[src/rtl/ball_move_ctrl.sv]
// rtl/ball_move_ctrl.sv - frame-synchronous ball motion controller (optional BALL_AUTO_BOUNCE_EN)
module ball_move_ctrl #(
  parameter int H_VALID    = 640,
  parameter int V_VALID    = 480,
  parameter int BALL_SIZE  = 16,
  parameter int STEP       = 2,
  parameter int DEB_FRAMES = 3
) (
  input  logic       vga_clk,
  input  logic       sys_rst_n,
  input  logic [9:0] pix_x,
  input  logic [9:0] pix_y,
  input  logic       up,
  input  logic       down,
  input  logic       left,
  input  logic       right,
  output logic [9:0] ball_x,
  output logic [9:0] ball_y,
  output logic       move_done
);

  localparam logic [1:0] S_WAIT   = 2'd0;
  localparam logic [1:0] S_SAMPLE = 2'd1;
  localparam logic [1:0] S_MOVE_X = 2'd2;
  localparam logic [1:0] S_MOVE_Y = 2'd3;

  localparam logic [9:0]  X_MAX  = 10'(H_VALID - BALL_SIZE);
  localparam logic [9:0]  Y_MAX  = 10'(V_VALID - BALL_SIZE);
  localparam logic [9:0]  X_RST  = 10'((H_VALID - BALL_SIZE) / 2);
  localparam logic [9:0]  Y_RST  = 10'((V_VALID - BALL_SIZE) / 2);
  localparam logic [9:0]  STEP10 = 10'(STEP);
  localparam logic [10:0] STEP11 = 11'(STEP);
  localparam logic [3:0]  DEB_N  = 4'(DEB_FRAMES);

  // Button bit order throughout: {up, down, left, right}
  logic [1:0]      state_q, state_d;
  logic [3:0]      sync1_q, sync2_q;
  logic [3:0][3:0] cnt_q, cnt_d;
  logic [3:0]      qual_q, qual_d;
  logic [9:0]      ball_x_q, ball_x_d, ball_y_q, ball_y_d;
  logic [9:0]      x_dec, x_inc, y_dec, y_inc;
  logic            move_done_q, move_done_d;
  logic            frame_end;
`ifdef BALL_AUTO_BOUNCE_EN
  logic            dir_x_q, dir_x_d, dir_y_q, dir_y_d;
`endif

  function automatic logic [9:0] sat_dec(input logic [9:0] v);
    return (v < STEP10) ? 10'd0 : v - STEP10;
  endfunction

  // Sum is formed in 11 bits so a coordinate near 1023 cannot wrap before the clamp
  function automatic logic [9:0] sat_inc(input logic [9:0] v, input logic [9:0] lim);
    logic [10:0] s;
    s = {1'b0, v} + STEP11;
    return (s > {1'b0, lim}) ? lim : s[9:0];
  endfunction

  assign frame_end = (state_q == S_WAIT) &&
                     (pix_x == 10'(H_VALID - 1)) && (pix_y == 10'(V_VALID - 1));

  assign x_dec = sat_dec(ball_x_q);
  assign x_inc = sat_inc(ball_x_q, X_MAX);
  assign y_dec = sat_dec(ball_y_q);
  assign y_inc = sat_inc(ball_y_q, Y_MAX);

  // Sequencer: one sample/move-x/move-y pass per frame, started at the last visible pixel
  always_comb begin
    state_d = state_q;
    case (state_q)
      S_WAIT:   if (frame_end) state_d = S_SAMPLE;
      S_SAMPLE: state_d = S_MOVE_X;
      S_MOVE_X: state_d = S_MOVE_Y;
      default:  state_d = S_WAIT;
    endcase
  end

  // Per-button debounce counters saturate at DEB_FRAMES and clear on any released sample
  always_comb begin
    cnt_d  = cnt_q;
    qual_d = qual_q;
    if (state_q == S_SAMPLE) begin
      for (int i = 0; i < 4; i++) begin
        if (sync2_q[i]) cnt_d[i] = (cnt_q[i] >= DEB_N) ? DEB_N : cnt_q[i] + 4'd1;
        else            cnt_d[i] = 4'd0;
        qual_d[i] = (cnt_d[i] == DEB_N);
      end
    end
  end

  // Axis update: opposing buttons cancel, a lone qualified button steps with clamping
  always_comb begin
    ball_x_d    = ball_x_q;
    ball_y_d    = ball_y_q;
    move_done_d = (state_q == S_MOVE_Y);
`ifdef BALL_AUTO_BOUNCE_EN
    dir_x_d     = dir_x_q;
    dir_y_d     = dir_y_q;
`endif
    if (state_q == S_MOVE_X) begin
      case ({qual_q[1], qual_q[0]})
        2'b10: begin
          ball_x_d = x_dec;
`ifdef BALL_AUTO_BOUNCE_EN
          dir_x_d  = 1'b0;
`endif
        end
        2'b01: begin
          ball_x_d = x_inc;
`ifdef BALL_AUTO_BOUNCE_EN
          dir_x_d  = 1'b1;
`endif
        end
`ifdef BALL_AUTO_BOUNCE_EN
        2'b00: begin
          if (dir_x_q) begin
            ball_x_d = x_inc;
            if (x_inc == X_MAX) dir_x_d = 1'b0;
          end else begin
            ball_x_d = x_dec;
            if (x_dec == 10'd0) dir_x_d = 1'b1;
          end
        end
`endif
        default: ;
      endcase
    end
    if (state_q == S_MOVE_Y) begin
      case ({qual_q[3], qual_q[2]})
        2'b10: begin
          ball_y_d = y_dec;
`ifdef BALL_AUTO_BOUNCE_EN
          dir_y_d  = 1'b0;
`endif
        end
        2'b01: begin
          ball_y_d = y_inc;
`ifdef BALL_AUTO_BOUNCE_EN
          dir_y_d  = 1'b1;
`endif
        end
`ifdef BALL_AUTO_BOUNCE_EN
        2'b00: begin
          if (dir_y_q) begin
            ball_y_d = y_inc;
            if (y_inc == Y_MAX) dir_y_d = 1'b0;
          end else begin
            ball_y_d = y_dec;
            if (y_dec == 10'd0) dir_y_d = 1'b1;
          end
        end
`endif
        default: ;
      endcase
    end
  end

  // State, synchronizers, debounce and position registers; reset aborts any update in flight
  always_ff @(posedge vga_clk or negedge sys_rst_n) begin
    if (!sys_rst_n) begin
      state_q     <= S_WAIT;
      sync1_q     <= '0;
      sync2_q     <= '0;
      cnt_q       <= '0;
      qual_q      <= '0;
      ball_x_q    <= X_RST;
      ball_y_q    <= Y_RST;
      move_done_q <= 1'b0;
`ifdef BALL_AUTO_BOUNCE_EN
      dir_x_q     <= 1'b1;
      dir_y_q     <= 1'b1;
`endif
    end else begin
      state_q     <= state_d;
      sync1_q     <= {up, down, left, right};
      sync2_q     <= sync1_q;
      cnt_q       <= cnt_d;
      qual_q      <= qual_d;
      ball_x_q    <= ball_x_d;
      ball_y_q    <= ball_y_d;
      move_done_q <= move_done_d;
`ifdef BALL_AUTO_BOUNCE_EN
      dir_x_q     <= dir_x_d;
      dir_y_q     <= dir_y_d;
`endif
    end
  end

  assign ball_x    = ball_x_q;
  assign ball_y    = ball_y_q;
  assign move_done = move_done_q;

endmodule

[config.mk]
export PLATFORM = sky130hd
export DESIGN_NAME = ball_move_ctrl
export DESIGN_NICKNAME = d
export VERILOG_FILES = /design/src/rtl/ball_move_ctrl.sv
export SDC_FILE = /design/constraint.sdc
export NUM_CORES = 1
export LEC_CHECK = 0
export CORE_MARGIN = 4
export CORE_UTILIZATION = 45
export DETAILED_ROUTE_END_ITERATION = 10
export PLACE_DENSITY = 0.78
export SLEW_MARGIN = 20
export SYNTH_ARGS = -nofsm -noshare
export SYNTH_HDL_FRONTEND = slang
export SYNTH_SLANG_ARGS = --single-unit
[constraint.sdc]
create_clock -name vga_clk -period 6.33 [get_ports vga_clk]
set_input_delay 0.9495 -clock vga_clk [delete_from_list [all_inputs] [get_ports vga_clk]]
set_output_delay 0.9495 -clock vga_clk [all_outputs]
set_load 0.05 [all_outputs]
==> key figures, run 1 <==
Outcome
  • Run status: finished clean

Clock tree
  • Clock transition at path regs: 90 ps
  • CTS tree: done
  • CTS Root Cell: clkbuf_8
  • H-tree depth: 2
  • Post_cts resized: 0
  • Cts hold-fix bufs: 0
  • Sink Count: 49
  • Worst-Skew Late Latency: 300 ps
  • Total CTS buffers: 5
  • Post-CTS setup buffers: 0
  • Clock buffer depth: 2

Floorplanning
  • Die ar.: 8480 µm²
  • Initial core utilization: 46.6%
  • Die Y: 92.1 µm
  • Die Width: 92.1 µm
  • IO Count: 47
  • Core Area: 6830 µm²
  • Row count: 30

STA
  • Max-slew violation count: 0
  • Worst-margin pin slew: 928 ps
  • Period utilisation layout: 44.6%
  • Final setup viols: 0
  • Setup TNS: 0 ps
  • RSZ-0062 raised after global routing: false
  • Setup Skew: 3.91 ps
  • Max-slew headroom: 38.1%
  • Max Fclk: 0.354 GHz
  • Period minus WS final: 2830 ps
  • Hold Fails Final Rpt: 0

Yosys
  • EDFF count, synth: 0
  • Post-synthesis sequential area ratio: 38.9%
  • Post-synth top flop: dfrtp_1
  • Cell variety after synth: 67
  • Top-count cell post-synth: dfrtp_1
  • Synthesized cell area: 3180 µm²
  • Synth cell count leaders: dfrtp_1, o21ai_0, inv_1, nor2_1, nand2_1
  • Syn Area/Cell: 8.99 µm²
  • Yosys top cell area share: 32.2%
  • Cell accounting for the most synthesized area: dfrtp_1
  • Yosys warns: 0
  • Area contributors post-synth: dfrtp_1, dfstp_2, ha_1
  • Asr flop ratio synth: 100%
  • #FFs+latches synth: 49
  • Post-synthesis cell count: 354

Setup path
  • Crit path kind: flop to primary output
  • Worst setup SP type: flop
  • Critical path's slowest cell: clkdlybuf4s50_1
  • Crit. End Element: primary output
  • Family with the most delay on the worst path: buffers and inverters
  • CP arrival: 1880 ps
  • Slowest stage delay, CP: 900 ps
  • Critical Path Fanout Max: 13
  • Crit path required time: 5380 ps
  • Bufs and invs on worst path: 1
  • CP cell instances: clkdlybuf4s50_1

Global routing
  • GRT Total Usage: 16.4%
  • Pin count of the biggest net entering global routing: 50
  • Vias in the first global route: 2523
  • Total grt overflow: 0
  • Antenna violations before repair: 0
  • First-pass GRT wire length: 11700 µm

Detailed routing
  • Via/cell ratio: 5.78
  • DRC Markers: 0
  • WL/cell: 14.4 µm
  • DR iter-0 viols: 133
  • Total number of vias: 2750
  • Drt pass-1 iters: 4
  • Final WL: 6860 µm
  • Antenna-violating nets left: 0

Finish
  • Multi-input gate area: 1730 µm²
  • Post-route cell area: 3730 µm²
  • Layout cells sized above 1: 7.89%
  • Area Growth Syn to Fin: 17.1%
  • Register Area: 1240 µm²
  • Nets: 420
  • Fill cell count: 652
  • N_diodes: 0

Run
  • Max cap viols: 0

Power
  • Worst VDD drop: 0.147 mV
  • PnR Total Power: 1.67 mW
  • Leakage power: 1.55 nW
  • Power Density: 447 nW/µm²

Place
  • Placed Area: 3610 µm²
  • Final GP Congestion: 0.933
  • Hpwl dp: 4980 µm
  • # port buffers: 44

Hold path
  • Worst hold path type: flop to flop
report_power, final:
group	internal, mW	total (mW)	switching [mW]
clock	0.120	0.230	0.110
combinational	0.347	0.876	0.529
sequential	0.409	0.560	0.151
total	0.876	1.67	0.790
worst paths after layout:
check                                           start  depth (start not counted)                    end  slack, ps
max in group asynchronous                   sys_rst_n                          1  ball_x[1]$_DFFE_PN0P_       5270
worst max register to register  ball_y[2]$_DFFE_PN0P_                          7  ball_y[8]$_DFFE_PN0P_       3730
worst min register to register   sync1_q[3]$_DFF_PN0_                          0   sync2_q[3]$_DFF_PN0_        360
worst max-delay path            ball_x[2]$_DFFE_PN0P_                          1              ball_x[2]       3500
min in group asynchronous                   sys_rst_n                          1  ball_x[9]$_DFFE_PN0P_        640
worst min-delay path             sync1_q[3]$_DFF_PN0_                          0   sync2_q[3]$_DFF_PN0_        360
stage by stage:
stage                     util [%]  worst slack [ps]  hold WS, ps  std cells
final                         54.6              3500          357        476
after global routing          54.6              3450          368        476
after CTS                     54.5              3500          359        476
after detailed placement      52.8              3730          336        468
after global placement        52.8              3750          333        468
after floorplan                  -              3810          331        355
kinds of logic (layout without fill, tap and decap cells):
logic type,count (synthesis),in the layout,synth area share (%)
buf+inv,50,75,6.92
flops,49,49,38.9
xor+xnor,4,4,1.10
mux,3,3,1.02
other cells,1,2,0.118
fa+ha+maj,15,15,5.90
simple gates,121,121,21.5
compound gates,111,111,24.6
state kept, by name, indices dropped and copies added, names as in the netlist:
signal	count
ball_x	9
ball_y	9
cnt_q	16
move_done	1
qual_q	4
state_q	2
sync1_q	4
sync2_q	4
routing by layer:
layer	track usage, %	part of all wire, %
met4	5.69	1.9
met5	0	0
met2	27.0	47
met1	21.6	45
met3	3.04	6.2
layout by cell type, fill, tap and decap left out, drive strengths merged, types with 7 or more instances in the layout:
cell,Yosys,routed
a21oi,17,17
dfrtp,41,41
nor2,23,23
dfstp,8,8
clkdlybuf4s50,0,43
nor2b,11,11
nand2b,8,8
nand2,18,18
ha,15,15
and3,7,7
o211ai,12,12
nor3,13,13
o21ai,26,26
or3,11,11
inv,23,24
nand3,9,9
layout make-up:
cell class / count / share of cell area (%)
Clock buffer: 5 / 1.85
Timing Repair Buffer: 44 / 11.7
Sequential cell: 49 / 33.2
Tap cell: 96 / 3.22
Inverter: 23 / 2.32
Clock inverter: 3 / 1.31
Multi-Input combinational cell: 256 / 46.4
Note: power is estimated with default switching activity, not from simulation.
==> run 2, diff against run 1 <==
- PLACE_DENSITY: 0.78 -> 0.81
- clock period: 6.33 -> 2.25 ns (I/O delays scaled with it)
==> key figures, run 2 (synthesis results as in run 1) <==
Outcome
  • Run status: finished clean

Power
  • PnR Total Power: 4.90 mW
  • Worst VDD drop: 0.430 mV
  • Leakage power: 1.67 nW
  • Power Density: 1230 nW/µm²

Clock tree
  • CTS tree: done
  • Worst-Skew Late Latency: 310 ps
  • Clock transition at path regs: 110 ps
  • CTS Root Cell: clkbuf_8
  • Sink Count: 49
  • Total CTS buffers: 5
  • H-tree depth: 2
  • Clock buffer depth: 2

STA
  • Max-slew violation count: 0
  • Period minus WS final: 2230 ps
  • Worst setup margin: 22.7 ps
  • Max Fclk: 0.449 GHz
  • Final setup viols: 0
  • Worst-margin pin slew: 575 ps
  • Setup Skew: 8.83 ps
  • RSZ-0062 raised after global routing: true
  • Hold Fails Final Rpt: 0
  • Hold Slack: 15.9 ps
  • Period utilisation layout: 99.0%
  • Max-slew headroom: 61.6%

Finish
  • Commonest non-fill, non-tap cell in the layout: clkdlybuf4s50_1
  • Post-route cell area: 3970 µm²
  • Area Growth Syn to Fin: 24.7%
  • Layout cells sized above 1: 17.1%
  • Most frequent cells in the layout: clkdlybuf4s50_1, dfrtp_1, o21ai_0, buf_4, inv_1
  • Nets: 444
  • Number of flip-flops in the largest register: 16
  • Most flop-heavy register: cnt_q
  • Register Area: 1240 µm²
  • N_diodes: 0
  • Final core utilization: 58.1%
  • Multi-input gate area: 1800 µm²
  • Fill cell count: 599

Place
  • Hpwl dp: 5040 µm
  • Final GP Congestion: 0.881
  • Placed Area: 3760 µm²
  • # port buffers: 44
  • Worst slack at placement: 35.5 ps

Global routing
  • First-pass GRT wire length: 11700 µm
  • Pin count of the biggest net entering global routing: 33
  • Antenna violations before repair: 0
  • Total grt overflow: 0
  • GRT Total Usage: 16.4%
  • Vias in the first global route: 2668

Setup path
  • Family with the most delay on the worst path: simple AND/OR/NAND/NOR gates
  • Reg2Reg Depth: 8
  • CP arrival: 2470 ps
  • Crit. path cell count: 8
  • Worst setup SP type: flop
  • Bufs and invs on worst path: 1
  • Crit path kind: flop to flop
  • R2R Path Start: ball_y[2]$_DFFE_PN0P_
  • CP startpoint: ball_y[2]$_DFFE_PN0P_
  • Crit path required time: 2490 ps
  • Slowest stage delay, CP: 440 ps
  • CP cell instances: inv_1 > ha_2 > or3b_4 > or3_4 > or3_1 > nor3_2 > a21oi_1 > o21ai_1
  • Critical path's slowest cell: dfrtp_2
  • Crit. End Element: flop
  • R2R Path End: ball_y[9]$_DFFE_PN0P_
  • Crit path capture: ball_y[9]$_DFFE_PN0P_
  • Critical Path Fanout Max: 4
  • R2R Setup Slk: 20 ps

Floorplanning
  • Initial core utilization: 46.6%
  • Row count: 30
  • Die ar.: 8480 µm²
  • IO Count: 47
  • Die Width: 92.1 µm
  • Die Y: 92.1 µm
  • Core Area: 6830 µm²

Detailed routing
  • Via/cell ratio: 5.81
  • Final WL: 7130 µm
  • DRC Markers: 0
  • Total number of vias: 2903
  • WL/cell: 14.3 µm
  • Antenna-violating nets left: 0
  • DR iter-0 viols: 197
  • Drt pass-1 iters: 5

Run
  • Max cap viols: 0

Hold path
  • Worst hold path type: input port to asynchronous set/reset pin
[run 2: changes by cell type in the layout (fill, tap and decap cells not counted), sizes merged]
cell and delta:
bufinv -1, buf +24, clkinv +3, inv -1, clkinvlp -1
[run 2: timing repair]
item | 4_1_cts | 5_1_grt
pin swaps | 0 | 2
setup buffers | 2 | 5
setup endpoints to repair | 1 | 13
hold buffers | 0 | 0
gates resized for setup | 0 | 13
[run 2: worst min-delay path by stage]
| stage | from | end | slack [ps] | cells past startpoint |
|---|---|---|---|---|
| after global placement | sync1_q[2]$_DFF_PN0_ | sync2_q[2]$_DFF_PN0_ | 330 | 0 |
| after floorplan | sys_rst_n | ball_x[1]$_DFFE_PN0P_ | 40 | 0 |
| after global routing | sys_rst_n | cnt_q[7]$_DFFE_PN0N_ | 50 | 1 |
| after detailed placement | sync1_q[3]$_DFF_PN0_ | sync2_q[3]$_DFF_PN0_ | 330 | 0 |
| final | sys_rst_n | cnt_q[6]$_DFFE_PN0N_ | 20 | 1 |
| after CTS | sys_rst_n | cnt_q[6]$_DFFE_PN0N_ | 20 | 1 |
[run 2: metrics by stage]
step | cells | setup TNS, ps
after floorplan | 355 | 0
after global placement | 485 | 0
after detailed placement | 485 | 0
after CTS | 495 | 0
after global routing | 500 | -138
final | 500 | 0
[run 2: cell type report]
| class | count | area share [%] |
|---|---|---|
| clock inverters | 3 | 0.851 |
| flip-flops and latches | 49 | 31.3 |
| inverters | 23 | 2.18 |
| clock buffers | 5 | 1.73 |
| repair buffers | 68 | 15.5 |
| multi-input cells | 256 | 45.4 |
| well taps | 96 | 3.03 |
[run 2: routing by layer]
metal / vias to the layer above / track usage [%] / routed length [µm]
met5: - / 0 / 0
met4: 0 / 6.19 / 105
met3: 9 / 2.79 / 536
met2: 114 / 26.6 / 3360
met1: 1386 / 21.8 / 3130
li1: 1394 / - / -
[run 2: worst reg2reg max path, cell delays in order (launching register included)]
cell,delay [ps]
dfrtp_2,440
inv_1,110
ha_2,210
or3b_4,400
or3_4,350
or3_1,350
nor3_2,110
a21oi_1,50
o21ai_1,140
[run 2: report_power, final]
part / switching (mW) / internal [mW]
clock network: 0.333 / 0.232
logic: 1.68 / 1.18
registers: 0.316 / 1.16
total: 2.33 / 2.57
==> run 3, diff against run 2 <==
- CTS_CLUSTER_DIAMETER: unset -> 40
- SLEW_MARGIN: 20 -> unset
==> results of run 3 <==
The final DEF is identical to that of run 2; final timing and power are the same.
